`src/rtl/dec138_arbiter_if.sv`:
```
// Request/decoder-control bundle between bus requesters and dec138_arbiter.
// The master side raises req/lock; the slave (arbiter) drives the decoder controls and acks.
interface dec138_arbiter_if;
  logic [7:0] req;
  logic [7:0] lock;
  logic [2:0] sel;
  logic       g1;
  logic       g2a_n;
  logic       g2b_n;
  logic [7:0] ack;
  logic       busy;
  logic [2:0] grant_idx;

  modport master (
    output req, lock,
    input  sel, g1, g2a_n, g2b_n, ack, busy, grant_idx
  );

  modport slave (
    input  req, lock,
    output sel, g1, g2a_n, g2b_n, ack, busy, grant_idx
  );
endinterface

```
`src/rtl/dec138_arbiter.sv`:
```
// Round-robin arbiter and strobe sequencer that shares one 74S138 decoder among 8 requesters.
// Optional locked regrant of the current winner is enabled by defining DEC_ARB_LOCK_EN.
module dec138_arbiter #(
  parameter int STROBE_CYCLES = 2,
  parameter int HOLD_CYCLES   = 1
) (
  input logic            clk,
  input logic            reset,
  dec138_arbiter_if.slave bus
);

  if (STROBE_CYCLES < 1 || STROBE_CYCLES > 16 || HOLD_CYCLES < 1 || HOLD_CYCLES > 16) begin : g_param_check
    $fatal(1, "dec138_arbiter: STROBE_CYCLES and HOLD_CYCLES must be in 1..16");
  end

  typedef enum logic [1:0] {IDLE, SETUP, STROBE, HOLD} state_t;

  state_t     state_q;
  logic [4:0] cnt_q;
  logic [2:0] ptr_q;
  logic [2:0] sel_q;
  logic [2:0] grant_q;
  logic       g1_q;
  logic       g2_n_q;
  logic [7:0] ack_q;
  logic       busy_q;

  logic [2:0] win_d;
  logic [2:0] idx;
  logic       found;
  logic       req_any;
  logic       keep_d;

  assign req_any = |bus.req;

  // First requester at or after ptr+1, wrapping; k=8 lands back on ptr itself.
  always_comb begin
    win_d = ptr_q;
    idx   = '0;
    found = 1'b0;
    for (int k = 1; k <= 8; k++) begin
      idx = ptr_q + 3'(k);
      if (!found && bus.req[idx]) begin
        found = 1'b1;
        win_d = idx;
      end
    end
  end

`ifdef DEC_ARB_LOCK_EN
  assign keep_d = bus.lock[grant_q] & bus.req[grant_q];
`else
  logic unused_lock;
  assign unused_lock = ^bus.lock;
  assign keep_d      = 1'b0;
`endif

  always_ff @(posedge clk) begin
    if (reset) begin
      state_q <= IDLE;
      cnt_q   <= '0;
      ptr_q   <= 3'd7;
      sel_q   <= '0;
      grant_q <= '0;
      g1_q    <= 1'b0;
      g2_n_q  <= 1'b1;
      ack_q   <= '0;
      busy_q  <= 1'b0;
    end else begin
      ack_q <= '0;
      case (state_q)
        IDLE: begin
          if (req_any) begin
            ptr_q   <= win_d;
            grant_q <= win_d;
            sel_q   <= win_d;
            busy_q  <= 1'b1;
            state_q <= SETUP;
          end
        end
        SETUP: begin
          state_q <= STROBE;
          g1_q    <= 1'b1;
          g2_n_q  <= 1'b0;
          cnt_q   <= 5'(STROBE_CYCLES);
          if (STROBE_CYCLES == 1) ack_q <= 8'b1 << grant_q;
        end
        STROBE: begin
          if (cnt_q == 5'd1) begin
            state_q <= HOLD;
            g1_q    <= 1'b0;
            g2_n_q  <= 1'b1;
            cnt_q   <= 5'(HOLD_CYCLES);
          end else begin
            cnt_q <= cnt_q - 5'd1;
            // ack lands on the last strobe cycle, i.e. when the count reaches 1
            if (cnt_q == 5'd2) ack_q <= 8'b1 << grant_q;
          end
        end
        HOLD: begin
          if (cnt_q > 5'd1) begin
            cnt_q <= cnt_q - 5'd1;
          end else begin
            cnt_q <= '0;
            if (keep_d) begin
              state_q <= SETUP;
            end else if (req_any) begin
              ptr_q   <= win_d;
              grant_q <= win_d;
              sel_q   <= win_d;
              state_q <= SETUP;
            end else begin
              busy_q  <= 1'b0;
              state_q <= IDLE;
            end
          end
        end
        default: state_q <= IDLE;
      endcase
    end
  end

  assign bus.sel       = sel_q;
  assign bus.g1        = g1_q;
  assign bus.g2a_n     = g2_n_q;
  assign bus.g2b_n     = g2_n_q;
  assign bus.ack       = ack_q;
  assign bus.busy      = busy_q;
  assign bus.grant_idx = grant_q;

endmodule

```
`src/flat_wrapper.sv`:
```
// flat-port wrapper written by rule: the top's interface ports become plain ports
module dec138_arbiter_flat 
#(
  parameter int STROBE_CYCLES = 2,
  parameter int HOLD_CYCLES   = 1
)
  (clk, reset, bus_req, bus_lock, bus_sel, bus_g1, bus_g2a_n, bus_g2b_n, bus_ack, bus_busy, bus_grant_idx);
  dec138_arbiter_if bus_i ();
  input logic clk;
  input logic reset;
  input wire logic [$bits(bus_i.req)-1:0] bus_req;
  input wire logic [$bits(bus_i.lock)-1:0] bus_lock;
  output wire logic [$bits(bus_i.sel)-1:0] bus_sel;
  output wire logic [$bits(bus_i.g1)-1:0] bus_g1;
  output wire logic [$bits(bus_i.g2a_n)-1:0] bus_g2a_n;
  output wire logic [$bits(bus_i.g2b_n)-1:0] bus_g2b_n;
  output wire logic [$bits(bus_i.ack)-1:0] bus_ack;
  output wire logic [$bits(bus_i.busy)-1:0] bus_busy;
  output wire logic [$bits(bus_i.grant_idx)-1:0] bus_grant_idx;
  assign bus_i.req = bus_req;
  assign bus_i.lock = bus_lock;
  assign bus_sel = bus_i.sel;
  assign bus_g1 = bus_i.g1;
  assign bus_g2a_n = bus_i.g2a_n;
  assign bus_g2b_n = bus_i.g2b_n;
  assign bus_ack = bus_i.ack;
  assign bus_busy = bus_i.busy;
  assign bus_grant_idx = bus_i.grant_idx;
  dec138_arbiter #(.STROBE_CYCLES(STROBE_CYCLES), .HOLD_CYCLES(HOLD_CYCLES)) u_core (.clk(clk), .reset(reset), .bus(bus_i));
endmodule
```
`config.mk`:
```
export PLATFORM = sky130hd
export DESIGN_NAME = dec138_arbiter_flat
export DESIGN_NICKNAME = d
export VERILOG_FILES = /design/src/rtl/dec138_arbiter_if.sv /design/src/rtl/dec138_arbiter.sv /design/src/flat_wrapper.sv
export SDC_FILE = /design/constraint.sdc
export NUM_CORES = 1
export LEC_CHECK = 0
export CORE_AREA = 2 2 49 86
export CTS_BUF_LIST = sky130_fd_sc_hd__clkbuf_4
export CTS_CLUSTER_DIAMETER = 150
export DETAILED_ROUTE_END_ITERATION = 6
export DIE_AREA = 0 0 51 88
export PLACE_DENSITY = 0.78
export SYNTH_ARGS = -nofsm -noshare
export SYNTH_HDL_FRONTEND = slang
export SYNTH_SLANG_ARGS = --single-unit
```
`constraint.sdc`:
```
create_clock -name clk -period 4.4 [get_ports clk]
set_clock_uncertainty 0.05 [all_clocks]
set_input_delay 0.88 -clock clk [delete_from_list [all_inputs] [get_ports clk]]
set_output_delay 0.88 -clock clk [all_outputs]
set_load 0.03 [all_outputs]
```
==> results.md, run 1 <==
* Status: finished clean
* WP depth at 8
* Setup TNS at 0 ns
* First-pass GRT wire length at 7.493 mm
* Gate power share at 73.4%
* Std-Cell Rows at 30
* Max Clock Freq at 0.2938 GHz
* Clk_lat worst skew at 0.31 ns
* Clk pwr share at 8.7%
* DP Cell Count at roughly 300
* R2R Path Start: u_core.ptr_q[1]
* Crit path capture: u_core.bus.sel[0]
* Sequential fraction of the synthesis area at 23.85%
* Placement-stage cell area at around 0.0023 mm²
* Most frequent cells in the layout: clkdlybuf4s50_1, nor2_1, dfxtp_1
* Max IR drop VDD at between 0.0004 and 0.0005 V
* Die Area at 0.004488 mm²
* Least-Margin Pin Slew at about 0.68 ns
* DP HPWL at 3.567 mm
* Critical path launch point: bus_req[2]
* Crit path kind: in2reg
* Max Cap Violations at 0
* Worst stage delay on the critical path at approximately 0.7 ns
* Post-synth ARST share at 0%
* Synthesized cell area at 0.002014 mm²
* Critical Path End Type: flop
* CTS tree: yes
* Commonest non-fill, non-tap cell in the layout: clkdlybuf4s50_1
* Filler Cell Count at ~330
* Htree depth at 1
* Seq cells post-synth at 24
* Largest net degree at the start of global routing at 23
* Die span in y at a little under 90 µm
* Io pins at 36
* Worst path slowest cell: mux4_1
* # port buffers at 27
* Setup Viol. Count Final at 0
* Worst endpoint required time at roughly 4.6 ns
* Post-CTS Setup Bufs at 0
* P&R area growth vs syn at 15.96%
* WL per Instance at between 10 and 15 µm
* DIE WIDTH at 51 µm
* Total gr overflow at 0
* Via count at 1826
* Slew headroom at 54.66%
* Antenna diodes at 0
* Sw Share at between 40 and 50%
* Tot GR Track Use at 20.94%
* Share of post-route cells with drive strength above 1 at 13.55%
* Initial Util at 53.14%
* Pwr Density at ~770 mW/mm²
* Clock Tree Buf Depth at 2
* Top_reg_cell synth: dfxtp_1
* Syn avg cell area at 8.758 µm²
* Buf/Inv on CP at 1
* Vias in the first global route at around 1.7k
* Final wirelength at 4.441 mm
* Crit path launch type: primary input
* Final core utilization at 61.62%
* Final number of max-transition violations at 0
* Non-filler cells, final at 299
* DRC at 0
* Initial antenna violation count at 0
* Data arrival, critical path at 3.57 ns
* Finished Cell Area at roughly 0.0023 mm²
* Worst r2r dst: u_core.ptr_q[0]
* Hold/Removal Path Class: reg2reg
* Worst-path clk slew at approximately 0.13 ns
* Post-DRT Antenna Nets at 0
* Num CTS Buffers at 3
* CTS Hold Bufs at 0
* CTS resizes at 0
* Sequential power share at 17.9%
* Detailed Route Iter0 Violations at 29
* CP Cell Sequence: clkdlybuf4s50_1 -> mux4_1 -> mux2i_1 -> nand2_2 -> nor4_2 -> a311o_2 -> nor4_1 -> a311o_1
* Final GP Congestion at 0.8627
* Cell Int Power at 925.0 µW
* Root Buffer: clkbuf_4
* TritonCTS Sinks at 24
* CP max FO at 8
* Min Tclk post-route at about 3.4 ns
* Reg2Reg Depth at 9
* Routed vias/inst at roughly 6.1
* Psw at roughly 870 µW
* Crit share post-route at 77.35%
* EDFF count, synth at 0
* RSZ-0062 raised after global routing: no
* Number of detailed-route iterations in the first pass at 4
* Top delay family on crit path: multiplexers
* Syn nets at 257
* NumNets Final at 279
* Flop2flop setup slack at 1.15 ns
* Ys Warns at 0
* Cell variety after synth at 60
* Synth Instances at 230
* Final Hold Viols at 0
* Core ar. at about 0.0038 mm²
* LEAKAGE at 0.0008683 µW
[kinds of logic (layout without fill, tap and decap cells)]
group | Yosys count | in the layout | share of synthesized area, %
AO/OA/AOI/OAI | 64 | 64 | 22.80
XOR/XNOR | 3 | 3 | 2.609
adder cells (fa/ha/maj) | 9 | 9 | 5.590
buffers and inverters | 23 | 44 | 6.211
flip-flops | 24 | 24 | 23.85
multiplexers | 26 | 26 | 19.38
AND/OR/NAND/NOR | 81 | 81 | 19.57
[cell usage after synthesis, drive strengths merged (4+ instances only)]
cell     n  area share [%]
nor2    26             5.0
dfxtp   24              24
nand2   20             3.9
a21oi   17             4.2
mux2    12             6.9
o21ai   10             2.5
ha       9             5.6
inv      9             1.7
buf      8             3.4
nand3    8             2.0
mux2i    7             4.1
mux4     7             8.4
clkbuf   6             1.1
nor3     6             1.5
nor4     6             2.2
a221oi   4             2.6
nand2b   4             1.2
nor2b    4             1.2
[sequential cells by signal (all words and copies together) (netlist names)]
| register | cells |
|---|---|
| u_core.bus.ack | 8 |
| u_core.bus.busy | 1 |
| u_core.bus.g1 | 1 |
| u_core.bus.g2a_n | 1 |
| u_core.bus.sel | 3 |
| u_core.cnt_q | 5 |
| u_core.ptr_q | 3 |
| u_core.state_q | 2 |
[worst min-delay path: cells and delay by family, from the launching register on]
family | cells | cell delay (ns)
DFF | 1 | 0.34
AOI/OAI and AO/OA | 2 | 0.13
[power by group through the flow]
stage / logic [µW] / clock network (µW) / registers (µW)
detailed placement: 1310 / 0 / 327
finish: 1320 / 157 / 321
floorplan: 1000 / 0 / 362
global route: 1440 / 166 / 330
global placement: 1290 / 0 / 326
CTS: 1320 / 160 / 322
[stage by stage]
step / power, µW / hold WS (ns) / setup slack [ns]
after CTS: 1799 / 0.4584 / 1.008
final: 1796 / 0.4545 / 0.9968
after global placement: 1617 / 0.4272 / 0.6869
after detailed placement: 1637 / 0.4394 / 0.6725
after global routing: 1935 / 0.4790 / 0.8290
after floorplan: 1366 / 0.4051 / 0.9205
[final cells by class]
class | instances | area (µm²) | area share (%)
timing repair buffer | 31 | 300.3 | 12.85
tap | 48 | 60.06 | 2.571
multi-input combinational | 183 | 1409 | 60.31
clock inverter | 1 | 30.03 | 1.285
inverter | 9 | 33.78 | 1.446
clock buffer | 3 | 22.52 | 0.9641
sequential | 24 | 480.5 | 20.57
[metal layers]
layer / global-route usage (%) / wire (µm) / up-vias
li1: - / - / 908
met1: 22.31 / 1684 / 876
met2: 40.61 / 2543 / 28
met3: 1.365 / 61 / 14
met4: 9.337 / 151 / 0
met5: 0 / 0 / -
[worst min path at each step]
stage                               start  cells after the start  slack (ns)               to
after floorplan           u_core.cnt_q[4]                      1        0.41  u_core.cnt_q[4]
after global placement    u_core.cnt_q[3]                      2        0.43  u_core.cnt_q[3]
after detailed placement    u_core.bus.g1                      2        0.44    u_core.bus.g1
after CTS                 u_core.cnt_q[3]                      2        0.46  u_core.cnt_q[3]
after global routing      u_core.cnt_q[4]                      1        0.48  u_core.cnt_q[4]
final                     u_core.cnt_q[3]                      2        0.45  u_core.cnt_q[3]
(Power assumes the default switching activity.)
==> inputs of run 2 (changes only) <==
- clock period: 4.4 -> 3.3 ns (I/O delays scaled with it)
==> run 2 against run 1 <==
Effect of this change:
- final cell count rose by 5.0%
- setup slack lost 0.76 ns
- flip-flop and latch count unchanged
- worst hold slack lost 0.0050 ns
- design area increased by 4.9%
- clock power increased by 36%
- first-iteration DRC count up 34%
- combinational power rose by 45%
==> results.md, run 2 (synthesis gave the netlist of run 1 again) <==
* CP max FO at 22 (was 8)
* Hold/Removal Path Class: reg2reg (unchanged)
* Final wirelength at 4.752 mm (was 4.441 mm)
* Crit path kind: reg2reg (was in2reg)
* CTS Hold Bufs at 0 (unchanged)
* NumNets Final at 294 (was 279)
* Commonest non-fill, non-tap cell in the layout: clkdlybuf4s50_1 (unchanged)
* Std-Cell Rows at 30 (unchanged)
* Most frequent cells in the layout: clkdlybuf4s50_1, nor2_1, dfxtp_1 (unchanged)
* DP Cell Count at 310 (was 295)
* DRC at 0 (unchanged)
* Final Hold Viols at 0 (unchanged)
* Reg2Reg Depth at 9 (unchanged)
* Die span in y at 88 µm (unchanged)
* DP HPWL at 3.844 mm (was 3.567 mm)
* Share of post-route cells with drive strength above 1 at 18.80% (was 13.55%)
* Detailed Route Iter0 Violations at 39 (was 29)
* Worst endpoint required time at 3.48 ns (was 4.57 ns)
* Initial Util at 53.14% (unchanged)
* Critical Path End Type: flop (unchanged)
* Clk_lat worst skew at 0.32 ns (was 0.31 ns)
* Worst-path clk slew at 0.13 ns (about the same)
* Filler Cell Count at 320 (was 334)
* P&R area growth vs syn at 21.68% (was 15.96%)
* Number of detailed-route iterations in the first pass at 4 (unchanged)
* Max IR drop VDD at 0.0006794 V (was 0.0004721 V)
* Slew headroom at 56.62% (was 54.66%)
* Hold depth at 2 (unchanged)
* DIE WIDTH at 51 µm (unchanged)
* Via count at 1844 (was 1826)
* Final GP Congestion at 0.8833 (was 0.8627)
* Non-filler cells, final at 314 (was 299)
* Tot GR Track Use at 22.44% (was 20.94%)
* Antenna diodes at 0 (unchanged)
* Die Area at 0.004488 mm² (unchanged)
* Final number of max-transition violations at 0 (unchanged)
* Htree depth at 1 (unchanged)
* Crit path launch type: flop (was primary input)
* Largest register FFs at 8 (unchanged)
* Initial antenna violation count at 0 (unchanged)
* Routed vias/inst at 5.873 (was 6.107)
* Pwr Density at 1048 mW/mm² (was 768.8 mW/mm²)
* Max Clock Freq at approximately 0.33 GHz
* RSZ-0062 raised after global routing: no (unchanged)
* # port buffers at 27 (unchanged)
* Crit share post-route at 92.86%
* Clock Tree Buf Depth at 2 (unchanged)
* Least-Margin Pin Slew at 0.6458 ns (was 0.6779 ns)
* Final core utilization at 64.65% (was 61.62%)
* TritonCTS Sinks at 24 (unchanged)
* Setup Viol. Count Final at 0 (unchanged)
* Min Tclk post-route at about 3 ns
* First-pass GRT wire length at 7.879 mm (was 7.493 mm)
* Data arrival, critical path at 3.24 ns (was 3.57 ns)
* Root Buffer: clkbuf_4 (unchanged)
* Num CTS Buffers at 3 (unchanged)
* Post-DRT Antenna Nets at 0 (unchanged)
* Max Cap Violations at 0 (unchanged)
* LEAKAGE at 0.0009388 µW (was 0.0008683 µW)
* Status: finished clean (unchanged)
* Vias in the first global route at 1740 (was 1737)
* Largest net degree at the start of global routing at 23 (unchanged)
* Core ar. at 0.003791 mm² (unchanged)
* CTS tree: yes (unchanged)
* WL per Instance at 15.13 µm (was 14.85 µm)
* Total gr overflow at 0 (unchanged)
* Io pins at 36 (unchanged)
-- run 2: layout make-up --
class	count	area, µm²	share of cell area, %
clock buffer	3	22.52	0.9188
clock inverter	1	30.03	1.225
inverter	9	33.78	1.378
multi-input combinational	183	1411	57.58
sequential	24	480.5	19.60
tap	48	60.06	2.450
timing repair buffer	46	412.9	16.85
-- run 2: per-stage QoR --
stage	area, µm²	total power [µW]	hold slack (ns)	TNS (ns)	setup slack [ns]
after floorplan	2018	1823	0.4051	0	0.01543
after global placement	2396	2320	0.4254	-0.03629	-0.01870
after detailed placement	2396	2351	0.4284	-0.1695	-0.08535
after CTS	2449	2565	0.4463	0	0.1644
after global routing	2451	2773	0.4855	0	0.02759
final	2451	2569	0.4494	0	0.2355
-- run 2: path summary, 6_finish.rpt --
check | from | to | slack, ns
min | u_core.cnt_q[3] | u_core.cnt_q[3] | 0.45
max | u_core.ptr_q[0] | u_core.ptr_q[0] | 0.24
min reg2reg | u_core.cnt_q[3] | u_core.cnt_q[3] | 0.45
max reg2reg | u_core.ptr_q[0] | u_core.ptr_q[0] | 0.24
-- run 2: repair_timing --
item,CTS,global route
resized for setup,0,1
setup buffers,0,0
setup endpoints to repair,0,2
-- run 2: power breakdown --
group	internal (µW)	switching, µW	total, µW
clock	123	91.5	214
sequential	358	72.6	430
combinational	887	1040	1920
total	1370	1200	2570
-- run 2: worst max-delay path, stage by stage, from the launching register on --
cell and delay, ns:
dfxtp_1 0.35, buf_4 0.28, ha_1 0.29, xor2_4 0.22
mux2_2 0.39, a22oi_1 0.38, nor4_2 0.08, a311o_2 0.40
and3_1 0.18, or3_1 0.33
-- run 2: routing by layer --
layer	track usage [%]	vias to the layer above	share of wire (%)
li1	-	938	-
met5	0	-	0
met3	1.877	18	2.6
met4	12.78	0	5.1
met1	22.74	848	37
met2	43.21	40	56
